===== src/rtl/dstack_ctl_pkg.sv =====
// Shared opcode, stack-effect and error encodings for the data-stack controller.
// op_req() gives each opcode's minimum depth, depth growth and cycle count.
package dstack_ctl_pkg;

    typedef enum logic [3:0] {
        OP_NOP   = 4'h0,
        OP_LIT   = 4'h1,
        OP_DUP   = 4'h2,
        OP_DROP  = 4'h3,
        OP_SWAP  = 4'h4,
        OP_OVER  = 4'h5,
        OP_ADD   = 4'h6,
        OP_SUB   = 4'h7,
        OP_AND   = 4'h8,
        OP_OR    = 4'h9,
        OP_XOR   = 4'hA,
        OP_INC   = 4'hB,
        OP_INV   = 4'hC,
        OP_2DUP  = 4'hD,
        OP_2DROP = 4'hE,
        OP_ILL   = 4'hF
    } op_e;

    typedef enum logic [2:0] {
        SE_NONE = 3'b000,
        SE_POP  = 3'b001,
        SE_PUSH = 3'b010,
        SE_RPLC = 3'b011,
        SE_SWAP = 3'b100
    } se_e;

    typedef enum logic [1:0] {
        ERR_NONE    = 2'd0,
        ERR_UNDER   = 2'd1,
        ERR_OVER    = 2'd2,
        ERR_ILLEGAL = 2'd3
    } err_e;

    typedef enum logic {
        ST_IDLE,
        ST_SECOND
    } state_e;

    typedef struct packed {
        logic [1:0] min_depth;
        logic [1:0] grow;
        logic       two_cycle;
    } op_req_t;

    // grow is the peak depth increase, so overflow is simply depth+grow > DEPTH
    function automatic op_req_t op_req(input op_e op);
        op_req_t r;
        r = '0;
        case (op)
            OP_LIT:                          r.grow = 2'd1;
            OP_DUP:                          begin r.min_depth = 2'd1; r.grow = 2'd1; end
            OP_DROP, OP_INC, OP_INV:         r.min_depth = 2'd1;
            OP_SWAP:                         r.min_depth = 2'd2;
            OP_OVER:                         begin r.min_depth = 2'd2; r.grow = 2'd1; end
            OP_ADD, OP_SUB, OP_AND, OP_OR,
            OP_XOR, OP_2DROP:                begin r.min_depth = 2'd2; r.two_cycle = 1'b1; end
            OP_2DUP:                         begin r.min_depth = 2'd2; r.grow = 2'd2; r.two_cycle = 1'b1; end
            default:                         r = '0;
        endcase
        return r;
    endfunction

endpackage


===== src/rtl/dstack_alu.sv =====
// Combinational ALU for the stack controller: a = s1, b = s0, modulo 2^WIDTH.
module dstack_alu
    import dstack_ctl_pkg::*;
#(
    parameter int unsigned WIDTH = 16
) (
    input  logic [3:0]       op,
    input  logic [WIDTH-1:0] a,
    input  logic [WIDTH-1:0] b,
    output logic [WIDTH-1:0] result
);

    always_comb begin
        result = '0;
        case (op_e'(op))
            OP_ADD:  result = a + b;
            OP_SUB:  result = a - b;
            OP_AND:  result = a & b;
            OP_OR:   result = a | b;
            OP_XOR:  result = a ^ b;
            OP_INC:  result = b + 1'b1;
            OP_INV:  result = ~b;
            default: result = '0;
        endcase
    end

endmodule


===== src/rtl/dstack_ctl.sv =====
// Data-stack controller: turns opcodes into lifo_se stack effects, tracks depth,
// refuses underflow/overflow/illegal ops and latches the first error code.
module dstack_ctl
    import dstack_ctl_pkg::*;
#(
    parameter  int unsigned WIDTH = 16,
    parameter  int unsigned DEPTH = 12,
    localparam int unsigned DW    = $clog2(DEPTH + 1)
) (
    input  logic             i_clk,
    input  logic             i_rst,
    input  logic             i_valid,
    output logic             o_ready,
    input  logic [3:0]       i_op,
    input  logic [WIDTH-1:0] i_imm,
    input  logic [WIDTH-1:0] i_s0,
    input  logic [WIDTH-1:0] i_s1,
    output logic [2:0]       o_se,
    output logic [WIDTH-1:0] o_data,
    output logic [DW-1:0]    o_depth,
    output logic [1:0]       o_err
);

    state_e           state, state_nxt;
    op_e              r_op;
    logic [WIDTH-1:0] r_res;
    logic [DW-1:0]    r_depth, depth_nxt;
    err_e             r_err, err_nxt;

    op_e              op;
    op_req_t          req;
    logic [WIDTH-1:0] alu_y;
    logic             under, over, op_ld, res_ld;
    se_e              se;
    logic [WIDTH-1:0] data;

    assign op  = op_e'(i_op);
    assign req = op_req(op);

    dstack_alu #(.WIDTH(WIDTH)) u_alu (
        .op     (i_op),
        .a      (i_s1),
        .b      (i_s0),
        .result (alu_y)
    );

    always_comb begin
        state_nxt = state;
        depth_nxt = r_depth;
        err_nxt   = r_err;
        se        = SE_NONE;
        data      = '0;
        op_ld     = 1'b0;
        res_ld    = 1'b0;
        under     = r_depth < DW'(req.min_depth);
        over      = ({1'b0, r_depth} + (DW+1)'(req.grow)) > (DW+1)'(DEPTH);

        if (state == ST_IDLE) begin
            if (i_valid) begin
                if (op == OP_ILL || under || over) begin
                    if (r_err == ERR_NONE)
                        err_nxt = (op == OP_ILL) ? ERR_ILLEGAL :
                                  under          ? ERR_UNDER   : ERR_OVER;
                end else begin
                    state_nxt = req.two_cycle ? ST_SECOND : ST_IDLE;
                    op_ld     = req.two_cycle;
                    case (op)
                        OP_LIT:  begin se = SE_PUSH; data = i_imm; depth_nxt = r_depth + 1'b1; end
                        OP_DUP:  begin se = SE_PUSH; data = i_s0;  depth_nxt = r_depth + 1'b1; end
                        OP_DROP: begin se = SE_POP;                depth_nxt = r_depth - 1'b1; end
                        OP_SWAP: se = SE_SWAP;
                        OP_OVER: begin se = SE_PUSH; data = i_s1;  depth_nxt = r_depth + 1'b1; end
                        OP_INC, OP_INV: begin se = SE_RPLC; data = alu_y; end
                        OP_ADD, OP_SUB, OP_AND, OP_OR, OP_XOR: begin
                            se        = SE_POP;
                            res_ld    = 1'b1;
                            depth_nxt = r_depth - 1'b1;
                        end
                        OP_2DUP:  begin se = SE_PUSH; data = i_s1; depth_nxt = r_depth + 1'b1; end
                        OP_2DROP: begin se = SE_POP;               depth_nxt = r_depth - 1'b1; end
                        default:  se = SE_NONE;
                    endcase
                end
            end
        end else begin
            state_nxt = ST_IDLE;
            // i_s1 here already reflects the first push, i.e. the original s0
            case (r_op)
                OP_2DUP:  begin se = SE_PUSH; data = i_s1; depth_nxt = r_depth + 1'b1; end
                OP_2DROP: begin se = SE_POP;               depth_nxt = r_depth - 1'b1; end
                default:  begin se = SE_RPLC; data = r_res; end
            endcase
        end

        if (i_rst)
            se = SE_NONE;
    end

    always_ff @(posedge i_clk) begin
        if (i_rst) begin
            state   <= ST_IDLE;
            r_op    <= OP_NOP;
            r_res   <= '0;
            r_depth <= '0;
            r_err   <= ERR_NONE;
        end else begin
            state   <= state_nxt;
            r_depth <= depth_nxt;
            r_err   <= err_nxt;
            if (op_ld)
                r_op <= op;
            if (res_ld)
                r_res <= alu_y;
        end
    end

    assign o_ready = (state == ST_IDLE);
    assign o_se    = se;
    assign o_data  = data;
    assign o_depth = r_depth;
    assign o_err   = r_err;

endmodule

===== config.mk =====
export PLATFORM = sky130hd
export DESIGN_NAME = dstack_ctl
export DESIGN_NICKNAME = d
export VERILOG_FILES = /design/src/rtl/dstack_ctl_pkg.sv /design/src/rtl/dstack_alu.sv /design/src/rtl/dstack_ctl.sv
export SDC_FILE = /design/constraint.sdc
export NUM_CORES = 1
export LEC_CHECK = 0
export BUFFER_PORTS_ARGS = -buffer_cell sky130_fd_sc_hd__buf_4
export CAP_MARGIN = 20
export CORE_UTILIZATION = 59
export DETAILED_ROUTE_END_ITERATION = 10
export HOLD_SLACK_MARGIN = 0.1
export PLACE_DENSITY = 0.83
export REMOVE_ABC_BUFFERS = 1
export SLEW_MARGIN = 10
export SYNTH_ARGS = -nofsm -noshare
export SYNTH_HDL_FRONTEND = slang
export SYNTH_SLANG_ARGS = --single-unit

===== constraint.sdc =====
create_clock -name i_clk -period 4.4 [get_ports i_clk]
set_input_delay 0.22 -clock i_clk [delete_from_list [all_inputs] [get_ports i_clk]]
set_output_delay 0.22 -clock i_clk [all_outputs]
set_load 0.02 [all_outputs]

### Word-level counts from Yosys, hierarchy flattened

Index checks and enable logic that the tools add are counted.

* register bits: 27
* input port bits: 55
* output and inout bits: 26
* logic and storage cells: 85

* $add $sub $neg: 6
* magnitude comparators: 2
* eq/ne operators: 19
* mux-type cells: 30
* bitwise logic cells: 6
* reduce and logical (&&, ||, !) cells: 17

Operators by type and width (count)
* case mux 16 bit (7 select lines): 1
* case mux 16 bit (4 select lines): 1
* 2-to-1 mux 16 bit: 3
* == test 4 bit, second input constant: 10
* case mux 16 bit (2 select lines): 1
* adder 16 x 1 -> 16 bit, second input constant: 1
* adder 16 bit: 1
* AND 16 bit: 1
* == test 4 x 3 -> 1 bit, second input constant: 4
* inverter 16 bit: 1
* OR 16 bit: 1
* case mux 4 bit (2 select lines): 2
* subtractor 16 bit: 1
* XOR 16 bit: 1
* OR reduction 7 bit: 2
* 2-to-1 mux 3 bit: 4
* 2-to-1 mux 4 bit: 3
* case mux 2 bit (2 select lines): 3
* case mux 3 bit (4 select lines): 1
* OR reduction 4 bit: 3
* 2-to-1 mux 1 bit: 9
* OR reduction 9 bit: 1
* == test 4 x 2 -> 1 bit, second input constant: 2
* AND reduction 4 bit: 2
* 17 further kinds: 21

### Logic depth before layout (Yosys ltp)

Gate-level depths: netlist (run 1).

* depth in word-level cells: 10
* gate-level depth with buffers: 15
* depth with buffers taken out: 13

### Modules after synthesis

From an unflattened synthesis (run 1), not the netlist that was laid out.

* cells, all modules: 682
* area, all modules: 5084.9 sq um

Modules (own cells, without submodules)
* dstack_alu: times used 1, cells an instance 432, area an instance 2927.8 sq um, sequential area each 0.0 sq um
* dstack_ctl: times used 1, cells an instance 250, area an instance 2157.1 sq um, sequential area each 540.5 sq um

### Least setup slack after synthesis (run 1)

OpenSTA, ideal clock, no wires.

* path type: input -> output
* start point: input i_op[3]
* end point: output o_data[13]
* arrival time: 3.530 ns
* required time: 4.180 ns
* slack: 0.650 ns
* stages: 14
* path buffers: 4
* cells stage by stage: clkbuf_1 -> nor2b_1 -> clkbuf_1 -> clkbuf_1 -> buf_1 -> a21oi_1 -> ha_1 -> a21o_1 -> a31oi_1 -> a21oi_2 -> o31ai_2 -> mux2_4 -> or4_1 -> and3_1

* cells in the longest elaborated chain, start to end: 9
* elaborated cells on any way between the ends: 32
* those cells by class: add/sub (1); order compare (2); eq/ne (15); mux (7); reduce/logical (7)

RTL lines
* start: declaration: RTL line dstack_ctl.sv:14 `input logic [3:0] i_op,`
* == test 4 x 3 -> 1 bit, or another cell as far along: RTL line dstack_ctl_pkg.sv:54, dstack_ctl.sv:67
* OR reduction 3 bit (no source line), or another cell as far along
* case mux 2 bit (2 select lines): RTL line dstack_ctl_pkg.sv:54 `case (op)`
* adder 4 x 2 -> 5 bit / < comparator 4 x 2 -> 1 bit (equally long branches): RTL line dstack_ctl.sv:56, dstack_ctl.sv:55
* > comparator 5 x 4 -> 1 bit / logical OR 1 bit (equally long branches): RTL line dstack_ctl.sv:56, dstack_ctl.sv:60
* logical OR 1 bit: RTL line dstack_ctl.sv:60 `if (op == OP_ILL || under || over) begin`
* 2-to-1 mux 16 bit *: RTL line dstack_ctl.sv:60
* 2-to-1 mux 16 bit *: RTL line dstack_ctl.sv:59 `if (i_valid) begin`
* 2-to-1 mux 16 bit *: RTL line dstack_ctl.sv:58 `if (state == ST_IDLE) begin`
* end: declaration: RTL line dstack_ctl.sv:19 `output logic [WIDTH-1:0] o_data,`

Mark *: on every way between the ends. The rest lies on a longest branch, timed or not.

### Final worst setup path (run 1)

* start point: input i_op[3]
* end point: output o_data[12]

Same word-level chain as after synthesis.

==> summary.md, run 1 <==
| Metric | Value |
|---|---|
| Status | completed |
| Clock skew | 0.006030 ns |
| Number of synthesized flops with an enable pin | 0 |
| Post-Synthesis Cells | 692 |
| Starting DRT DRC Count | 573 |
| DRT Pass-1 Iters | 6 |
| Arrival @ worst endpoint | 3.57 ns |
| Ys Warns | 0 |
| Post-Layout Inst Area | 5725 um^2 |
| Via-per-instance ratio | 6.918 |
| Hold_ws | 0.3217 ns |
| Pwr dens | 183.8 nW/um^2 |
| Async SR Flop Fraction | 0 |
| Share of cells above drive strength 1 | 0.1684 |
| Post-synthesis sequential area ratio | 0.1085 |
| Final worst slack | 0.6145 ns |
| Synth top area share | 0.1683 |
| Multi-input gate area | 4099 um^2 |
| Root Driver | clkbuf_8 |
| Setup violation total in the final timing report | 0 |
| Slew headroom | 0.2949 |
| Max capacitance violation total | 0 |
| Post-synth design cell area | 4980 um^2 |
| Final Max Tran Viols | 0 |
| Register Area | 540.5 um^2 |
| CTS tree | done |
| Post-DR wirelength/cell | 20.94 um |
| Vias in the first global route | 5424 |
| Most frequent cells after synthesis | nand2_1 (69), ha_1 (67), nor2_1 (58) |
| Top-count cell post-synth | nand2_1 |
| Syn Area/Cell | 7.196 um^2 |
| Final Cycle Share | 0.8603 |
| Largest fanout on the critical path | 27 |
| Die X-Extent | 93.87 um |
| Worst Setup SP | i_op[3] |
| DRC Markers | 0 |
| Hold Vio Cnt, Final | 0 |
| Post-synthesis register bit count | 27 |
| Layout Nets | 874 |
| Routability cong. | 1.035 |
| Pleak | 0.002591 uW |
| Hold path startpoint | i_rst |
| Worst setup EP type | output pin |
| Worst r2r src | o_depth[0] |
| Die H | 93.87 um |
| Yosys cell types | 75 |
| Top cells by area, synth | ha_1 (17%), dfxtp_1 (11%), nand2_1 (5.2%), a21oi_1 (4.9%), nor2_1 (4.4%) |
| P&R area growth vs syn | 14.97% |
| Starting Density | 0.6091 |
| Boundary Pins | 81 |
| Grt total ovfl | 0 |
| Core region area | 8175 um^2 |
| Clock Latency Late Sink | 0.30 ns |
| Data required, critical path | 4.18 ns |
| FP Rows | 33 |
| Setup TNS | 0 ns |
| Max Freq | 264.2 MHz |
| Slew @ Worst Pin | 1.055 ns |
| Post_cts resized | 0 |
| Fin crit period | 3.786 ns |
| Via count | 5901 |
| CTS max path bufs | 2 |
| Utilization after layout | 0.7003 |
| Place WS | 0.7284 ns |
| Diode count | 0 |
| Setup Buffers After CTS | 0 |
| # clock sinks | 27 |
| Primary flip-flop cell chosen by synthesis mapping | dfxtp_1 |
| Hold WC Path Type | in2reg |
| Post-DP HPWL | 12.97 mm |
| # port buffers | 80 |
| CTS Hold Buffers Added | 0 |
| Fillers | 694 |
| DRT Wirelength | 17.87 mm |
| Cell Area, Placed | 5679 um^2 |
| First-pass GRT wire length | 27.43 mm |
| Largest net degree at the start of global routing | 32 |
| Worst vdd ir | 0.1099 mV |
| Initial antenna violation count | 0 |
| H-Tree Depth | 1 |
| Total CTS buffers | 3 |
| Setup CP Type | in2out |
| Die Area | 8812 um^2 |
| Clk pin slew, worst setup/hold paths | 0.12 ns |
| Cell taking the most area after synthesis | ha_1 |
| Startpoint Class | primary input |
| Final ANT Viol Nets | 0 |
| RSZ-0062 raised after global routing | no |
| Overall routing resource usage | 0.4022 |
[cells by family after synthesis]
family                   count (synthesis)  synth area share
XOR/XNOR                                25           0.04397
AO/OA/AOI/OAI                          239            0.3387
buffers and inverters                   97           0.07588
multiplexers                            23           0.04799
adder cells (fa/ha/maj)                 70            0.1804
flip-flops                              27            0.1085
AND/OR/NAND/NOR                        211            0.2045
[report_power, final]
| group | leakage (uW) | switching (uW) | internal [uW] |
|---|---|---|---|
| combinational | 0.00235 | 366 | 244 |
| clock | 0.0000255 | 101 | 64.2 |
| sequential | 0.000219 | 17.5 | 260 |
| total | 0.00259 | 484 | 568 |
[final cells by class]
cell class | instances | area share
multi-input combinational | 568 | 0.7159
timing repair buffer | 93 | 0.1219
sequential | 27 | 0.09441
inverter | 56 | 0.03671
tap | 105 | 0.02295
clock buffer | 3 | 0.007212
clock inverter | 1 | 0.0008741
[cells in the final DEF (no fill, tap or decap), types with 4 or more instances in the layout]
| cell type | n |
|---|---|
| a211oi_1 | 17 |
| xor2_1 | 14 |
| buf_4 | 93 |
| o221ai_1 | 14 |
| nor2b_1 | 12 |
| inv_1 | 55 |
| a21oi_1 | 49 |
| o211ai_1 | 7 |
| nor4_1 | 5 |
| ha_1 | 67 |
| nand2_1 | 69 |
| a22oi_1 | 9 |
| dfxtp_1 | 27 |
| mux2i_1 | 19 |
| nor2_1 | 58 |
| o22ai_1 | 22 |
| or2_2 | 4 |
| nand3_1 | 14 |
| a222oi_1 | 16 |
| and3_1 | 4 |
| nand2b_1 | 12 |
| a31oi_1 | 9 |
| a31o_2 | 5 |
| nand4_1 | 6 |
| o21a_1 | 7 |
| xnor2_1 | 11 |
| o21ai_0 | 32 |
| nor3_1 | 7 |
| a21o_1 | 11 |
[routing by layer]
layer / GRT usage / part of all wire / vias up
met4: 0.2141 / 0.051 / 0
met1: 0.4995 / 0.39 / 2743
met5: 0 / 0 / -
met2: 0.6588 / 0.45 / 385
met3: 0.06877 / 0.11 / 88
li1: - / - / 2685
[stage by stage]
stage          instances  power, uW
6_report             853       1052
3_3_place_gp         849      857.0
5_1_grt              853       1112
3_5_place_dp         849      872.9
4_1_cts              853       1034
2_1_floorplan        651      659.2
[sequential cells by signal (all words and copies together), names as in the netlist]
signal,count
state,1
r_op,4
o_depth,4
r_res,16
o_err,2
[critical path, stage by stage]
cell and delay [ns]:
buf_4 0.26, nor2b_1 0.22, buf_4 0.20, nand2_1 0.12, nand2_1 0.10, ha_1 0.19
inv_1 0.06, fa_1 0.40, nor2b_1 0.17, o21bai_1 0.11, a2111oi_0 0.69, o21a_1 0.19
o211ai_1 0.12, a31oi_1 0.19, o22ai_1 0.10, buf_4 0.21
[worst paths after layout]
kind	endpoint	slack (ns)	cells past startpoint
max	o_data[12]	0.61	16
min reg2reg	r_res[2]	0.50	2
max reg2reg	r_op[1]	1.31	10
min	o_depth[2]	0.32	2
Note: power is estimated with default switching activity, not from simulation.
==> run 2: changes to the inputs <==
==> constraint.sdc (replaced) <==
create_clock -name i_clk -period 4.4 [get_ports i_clk]
set_input_delay 0.22 -clock i_clk [delete_from_list [all_inputs] [get_ports i_clk]]
set_output_delay 0.22 -clock i_clk [all_outputs]
set_load 0.05 [all_outputs]
==> run 2 against run 1 <==
  * Register-to-register slack better by 0.03 ns
  * Clock skew shrank 0.0013 ns
  * Highest routed layer unchanged
  * Worst setup slack got worse by 0.22 ns
  * Non-clock buffer count stayed put
  * Flip-flop and latch count stayed put
  * Maximum frequency decreased by 5.6%
  * Critical path type unchanged
==> summary.md, run 2 (synthesis gave the netlist of run 1 again) <==
| Metric | Value |
|---|---|
| Leading cell types in the layout, fill and taps excluded | buf_4 (93), nand2_1 (69), ha_1 (67), nor2_1 (58), inv_1 (55) |
| Fin crit period | 4.009 ns |
| Pint | 569.6 uW |
| Setup TNS | 0 ns |
| Overall routing resource usage | 0.3875 |
| Max capacitance violation total | 0 |
| Final Max Tran Viols | 0 |
| Hold Vio Cnt, Final | 0 |
| Worst vdd ir | 0.1123 mV |
| Setup violation total in the final timing report | 0 |
| CTS tree | done |
| Root Driver | clkbuf_8 |
| Layout Nets | 874 |
| NetSw | 501.8 uW |
| First-pass GRT wire length | 26.50 mm |
| FP Rows | 33 |
| Largest register FFs | 16 |
| Largest fanout on the critical path | 39 |
| Diode count | 0 |
| DRC Markers | 0 |
| Slew headroom | 0.3290 |
| Sequential Power Share | 0.259 |
| Total CTS buffers | 3 |
| Hold Path Depth | 2 |
| Share of total power in the clock network | 0.154 |
| P&R area growth vs syn | 15.03% |
| Post-DP HPWL | 12.89 mm |
| Arrival @ worst endpoint | 3.79 ns |
| RSZ-0062 raised after global routing | no |
| DP Cell Count | 849 |
| Die Area | 8812 um^2 |
| Boundary Pins | 81 |
| CTS max path bufs | 2 |
| Cell Area, Placed | 5679 um^2 |
| Slew @ Worst Pin | 1.004 ns |
| DRT Wirelength | 17.31 mm |
| Die X-Extent | 93.87 um |
| Largest net degree at the start of global routing | 40 |
| Worst Setup SP | i_op[0] |
| Switching part of the total | 0.4683 |
| Share of cells above drive strength 1 | 0.1684 |
| Power Total | 1071 uW |
| Clock skew | 0.004754 ns |
| Startpoint Class | primary input |
| # port buffers | 80 |
| Starting DRT DRC Count | 470 |
| Vias in the first global route | 5346 |
| Hold WC Path Type | in2reg |
| Hold path startpoint | i_rst |
| Routability cong. | 0.9818 |
| Core region area | 8175 um^2 |
| Non-Filler Instances | 853 |
| Status | completed |
| Max Freq | 249.5 MHz |
| Combinational share of power | 0.587 |
| # clock sinks | 27 |
| CTS Hold Buffers Added | 0 |
| Setup CP Type | in2out |
| H-Tree Depth | 1 |
| Worst setup EP type | output pin |
| Starting Density | 0.6091 |
| Clk pin slew, worst setup/hold paths | 0.11 ns |
| Clock Latency Late Sink | 0.30 ns |
| Post-DR wirelength/cell | 20.29 um |
| Commonest non-fill, non-tap cell in the layout | buf_4 |
| Worst r2r src | o_depth[0] |
| DRT Pass-1 Iters | 6 |
| Data required, critical path | 4.18 ns |
| Post-Layout Inst Area | 5728 um^2 |
| Post_cts resized | 0 |
| Pwr dens | 187.0 nW/um^2 |
| Pleak | 0.002588 uW |
| Final Cycle Share | 0.9111 |
| Die H | 93.87 um |
| Grt total ovfl | 0 |
| Via count | 5851 |
| Final ANT Viol Nets | 0 |
| Worst r2r path cells | 11 |
| Setup Buffers After CTS | 0 |
| Biggest register | r_res |
| Initial antenna violation count | 0 |
| Hold_ws | 0.3120 ns |
| Via-per-instance ratio | 6.859 |
-- run 2: cell count changes in the layout (fill, tap and decap cells not counted), sizes merged --
cell	delta
clkinvlp	+1
clkinv	-1
-- run 2: power by group through the flow --
stage	sequential [uW]	clock, uW	combinational, uW
6_report	278	165	629
5_1_grt	279	176	681
4_1_cts	277	164	616
3_5_place_dp	283	0	613
3_3_place_gp	281	0	596
2_1_floorplan	295	0	387
-- run 2: worst paths after layout --
path                                    to  slack, ns
worst max register to register     r_op[1]       1.34
worst min register to register    r_res[2]       0.51
worst max-delay path            o_data[11]       0.39
worst min-delay path            o_depth[0]       0.31
-- run 2: layout make-up --
cell class,count,area [um^2]
well taps,105,131.4
clock buffers,3,41.29
flip-flops and latches,27,540.5
repair buffers,93,698.2
fillers,725,2447
clock inverters,1,7.507
multi-input cells,568,4099
inverters,56,210.2
-- run 2: metrics by stage --
step,util,setup WS (ns)
detailed placement,0.6947,0.5273
CTS,0.7006,0.5152
finish,0.7006,0.3913
global route,0.7006,0.2209
global placement,0.6947,0.6808
floorplan,-,0.3268
-- run 2: per-layer routing --
| metal | GRT usage | routed length [um] |
|---|---|---|
| met2 | 0.6490 | 8023 |
| met1 | 0.4880 | 6891 |
| met3 | 0.03641 | 1675 |
| met5 | 0 | 0 |
| met4 | 0.2064 | 719 |
-- run 2: worst max-delay path, cell delays in order --
cell and delay [ns]:
buf_4 0.36, nand2b_1 0.32, a21oi_1 0.22, ha_1 0.18, inv_1 0.05, fa_1 0.49, nand2b_1 0.11, o211ai_1 0.19
nand3_1 0.23, nor3_2 0.33, buf_4 0.20, nand2_1 0.28, o221ai_1 0.34, buf_4 0.25
==> run 3: changes to the inputs <==
--- a/config.mk
+++ b/config.mk
@@ -6,7 +6,6 @@
 export NUM_CORES = 1
 export LEC_CHECK = 0
 export BUFFER_PORTS_ARGS = -buffer_cell sky130_fd_sc_hd__buf_4
-export CAP_MARGIN = 20
 export CORE_UTILIZATION = 59
 export DETAILED_ROUTE_END_ITERATION = 10
 export HOLD_SLACK_MARGIN = 0.1
@@ -15,4 +14,5 @@
 export SLEW_MARGIN = 10
 export SYNTH_ARGS = -nofsm -noshare
 export SYNTH_HDL_FRONTEND = slang
+export SYNTH_HIERARCHICAL = 1
 export SYNTH_SLANG_ARGS = --single-unit
==> run 3 against run 2 <==
  * Sequential power is 3% lower
  * Total power grew 3.1%
  * Clock power rose by 12%
  * Sequential share of layout area is essentially flat
==> summary.md, run 3 <==
| Metric | Value |
|---|---|
| Overall routing resource usage | 0.3895 |
| Slew @ Worst Pin | 1.121 ns |
| Initial antenna violation count | 0 |
| Post-DR wirelength/cell | 20.59 um |
| Grt total ovfl | 0 |
| Async SR Flop Fraction | 0 |
| # clock sinks | 27 |
| Uppermost layer routed | met4 |
| Syn Area/Cell | 7.456 um^2 |
| Fin crit period | 3.783 ns |
| Yosys cell types | 75 |
| Die Area | 8994 um^2 |
| Routability cong. | 0.9274 |
| Setup violation total in the final timing report | 0 |
| Boundary Pins | 81 |
| DP Cell Count | 836 |
| Diode count | 0 |
| Die H | 94.84 um |
| Root Driver | clkbuf_8 |
| Vias in the first global route | 5366 |
| DRT Wirelength | 17.30 mm |
| CTS Hold Buffers Added | 0 |
| Setup CP Type | in2out |
| Die X-Extent | 94.84 um |
| Max capacitance violation total | 0 |
| Setup Buffers After CTS | 0 |
| Metal3 WL | 1.538 mm |
| Clock Latency Late Sink | 0.30 ns |
| Hold_ws | 0.2994 ns |
| Post-DP HPWL | 12.11 mm |
| Hold Vio Cnt, Final | 0 |
| Cell taking the most area after synthesis | ha_1 |
| Post-synth design cell area | 5085 um^2 |
| Data required, critical path | 4.18 ns |
| Non-Filler Instances | 840 |
| Status | completed |
| Worst vdd ir | 0.1755 mV |
| Pleak | 0.002628 uW |
| FP Rows | 33 |
| Post-Synthesis Cells | 682 |
| Largest net degree at the start of global routing | 37 |
| Worst setup EP type | output pin |
| Top-count cell post-synth | nor2_1 |
| Hold WC Path Type | in2reg |
| Post-synthesis sequential area ratio | 0.1063 |
| H-Tree Depth | 1 |
| Via count | 5724 |
| Synth top area share | 0.1649 |
| Post-Layout Inst Area | 5742 um^2 |
| Startpoint Class | primary input |
| Fillers | 705 |
| Final ANT Viol Nets | 0 |
| # port buffers | 80 |
| Leading cell types in the layout, fill and taps excluded | buf_4 (90), nor2_1 (73), ha_1 (67), inv_1 (53), a21oi_1 (52) |
| Metal-1 WL | 7.233 mm |
| Starting Density | 0.6158 |
| Most frequent cells after synthesis | nor2_1 (73), ha_1 (67), inv_1 (53) |
| P&R area growth vs syn | 12.92% |
| First-pass GRT wire length | 27.24 mm |
| Slew headroom | 0.2509 |
| Setup TNS | 0 ns |
| Post_cts resized | 0 |
| Starting DRT DRC Count | 588 |
| CTS tree | done |
| CTS max path bufs | 2 |
| Core region area | 8258 um^2 |
| Largest register FFs | 16 |
| Via-per-instance ratio | 6.814 |
| Biggest register | r_res |
| Final Max Tran Viols | 0 |
| Ys Warns | 6 |
| Largest fanout on the critical path | 36 |
| Commonest non-fill, non-tap cell in the layout | buf_4 |
| Arrival @ worst endpoint | 3.56 ns |
| Clock skew | 0.005209 ns |
| Metal2 WL | 7.963 mm |
| Post-synthesis register bit count | 27 |
| Primary flip-flop cell chosen by synthesis mapping | dfxtp_1 |
| RSZ-0062 raised after global routing | no |
| Final Cycle Share | 0.8597 |
| DRC Markers | 0 |
| Cell Area, Placed | 5692 um^2 |
| Total CTS buffers | 3 |
| Number of synthesized flops with an enable pin | 0 |
| Pwr dens | 192.3 nW/um^2 |
| Share of cells above drive strength 1 | 0.1592 |
| DRT Pass-1 Iters | 6 |
| Layout Nets | 861 |
| Power Total | 1104 uW |
| Top cells by area, synth | ha_1 (16%), dfxtp_1 (11%), mux2i_1 (5.7%), nor2_1 (5.4%), a21oi_1 (5.1%) |
| Clk pin slew, worst setup/hold paths | 0.13 ns |
| Max Freq | 264.4 MHz |
==> run 3: final cells by class <==
type,count,area [um^2],share of cell area
well taps,105,131.4,0.02288
inverters,54,202.7,0.03530
flip-flops and latches,27,540.5,0.09414
multi-input cells,560,4141,0.7213
clock buffers,3,41.29,0.007191
repair buffers,90,675.6,0.1177
clock inverters,1,8.758,0.001525
==> run 3: cells by family after synthesis <==
group | Yosys count | synth area share
and+or+nand+nor | 209 | 0.2168
DFF | 27 | 0.1063
buffers and inverters | 95 | 0.07923
AOI/OAI and AO/OA | 230 | 0.3255
muxes | 30 | 0.05930
adders and majority gates | 70 | 0.1767
xor gates and xnor gates | 21 | 0.03617
==> run 3: layer usage <==
layer  GRT usage  up-vias
met2      0.6343      319
met1      0.5070     2712
met3     0.06361       52
met4      0.1604        0
li1            -     2641
met5           0        -
==> run 3: worst max-delay path: stages <==
cell       delay (ns)
buf_4            0.34
nand4b_1         0.22
buf_4            0.24
and2_1           0.17
ha_1             0.32
o211ai_1         0.18
a21oi_1          0.06
a211o_1          0.34
a31oi_1          0.30
mux2i_1          0.22
o2111ai_1        0.12
a21o_1           0.18
a222oi_1         0.27
o22ai_1          0.13
buf_4            0.25
==> run 3: final timing paths <==
kind / startpoint / end / slack, ns / depth (start not counted)
min: i_valid / o_err[0] / 0.30 / 5
max reg2reg: o_depth[0] / r_res[0] / 1.50 / 10
min reg2reg: r_res[5] / r_res[5] / 0.52 / 2
max: i_op[1] / o_data[14] / 0.62 / 15
==> run 3: metrics by stage <==
step	utilization	worst slack (ns)
after floorplan	-	0.2411
after global placement	0.6892	0.7264
after detailed placement	0.6892	0.6619
after CTS	0.6953	0.6515
after global routing	0.6953	0.3123
final	0.6953	0.6173
==> run 3: power breakdown <==
group / leakage [uW] / internal [uW] / switching (uW)
clock network: 0.0000261 / 67.4 / 117
logic: 0.00238 / 256 / 392
registers: 0.000219 / 256 / 15.2
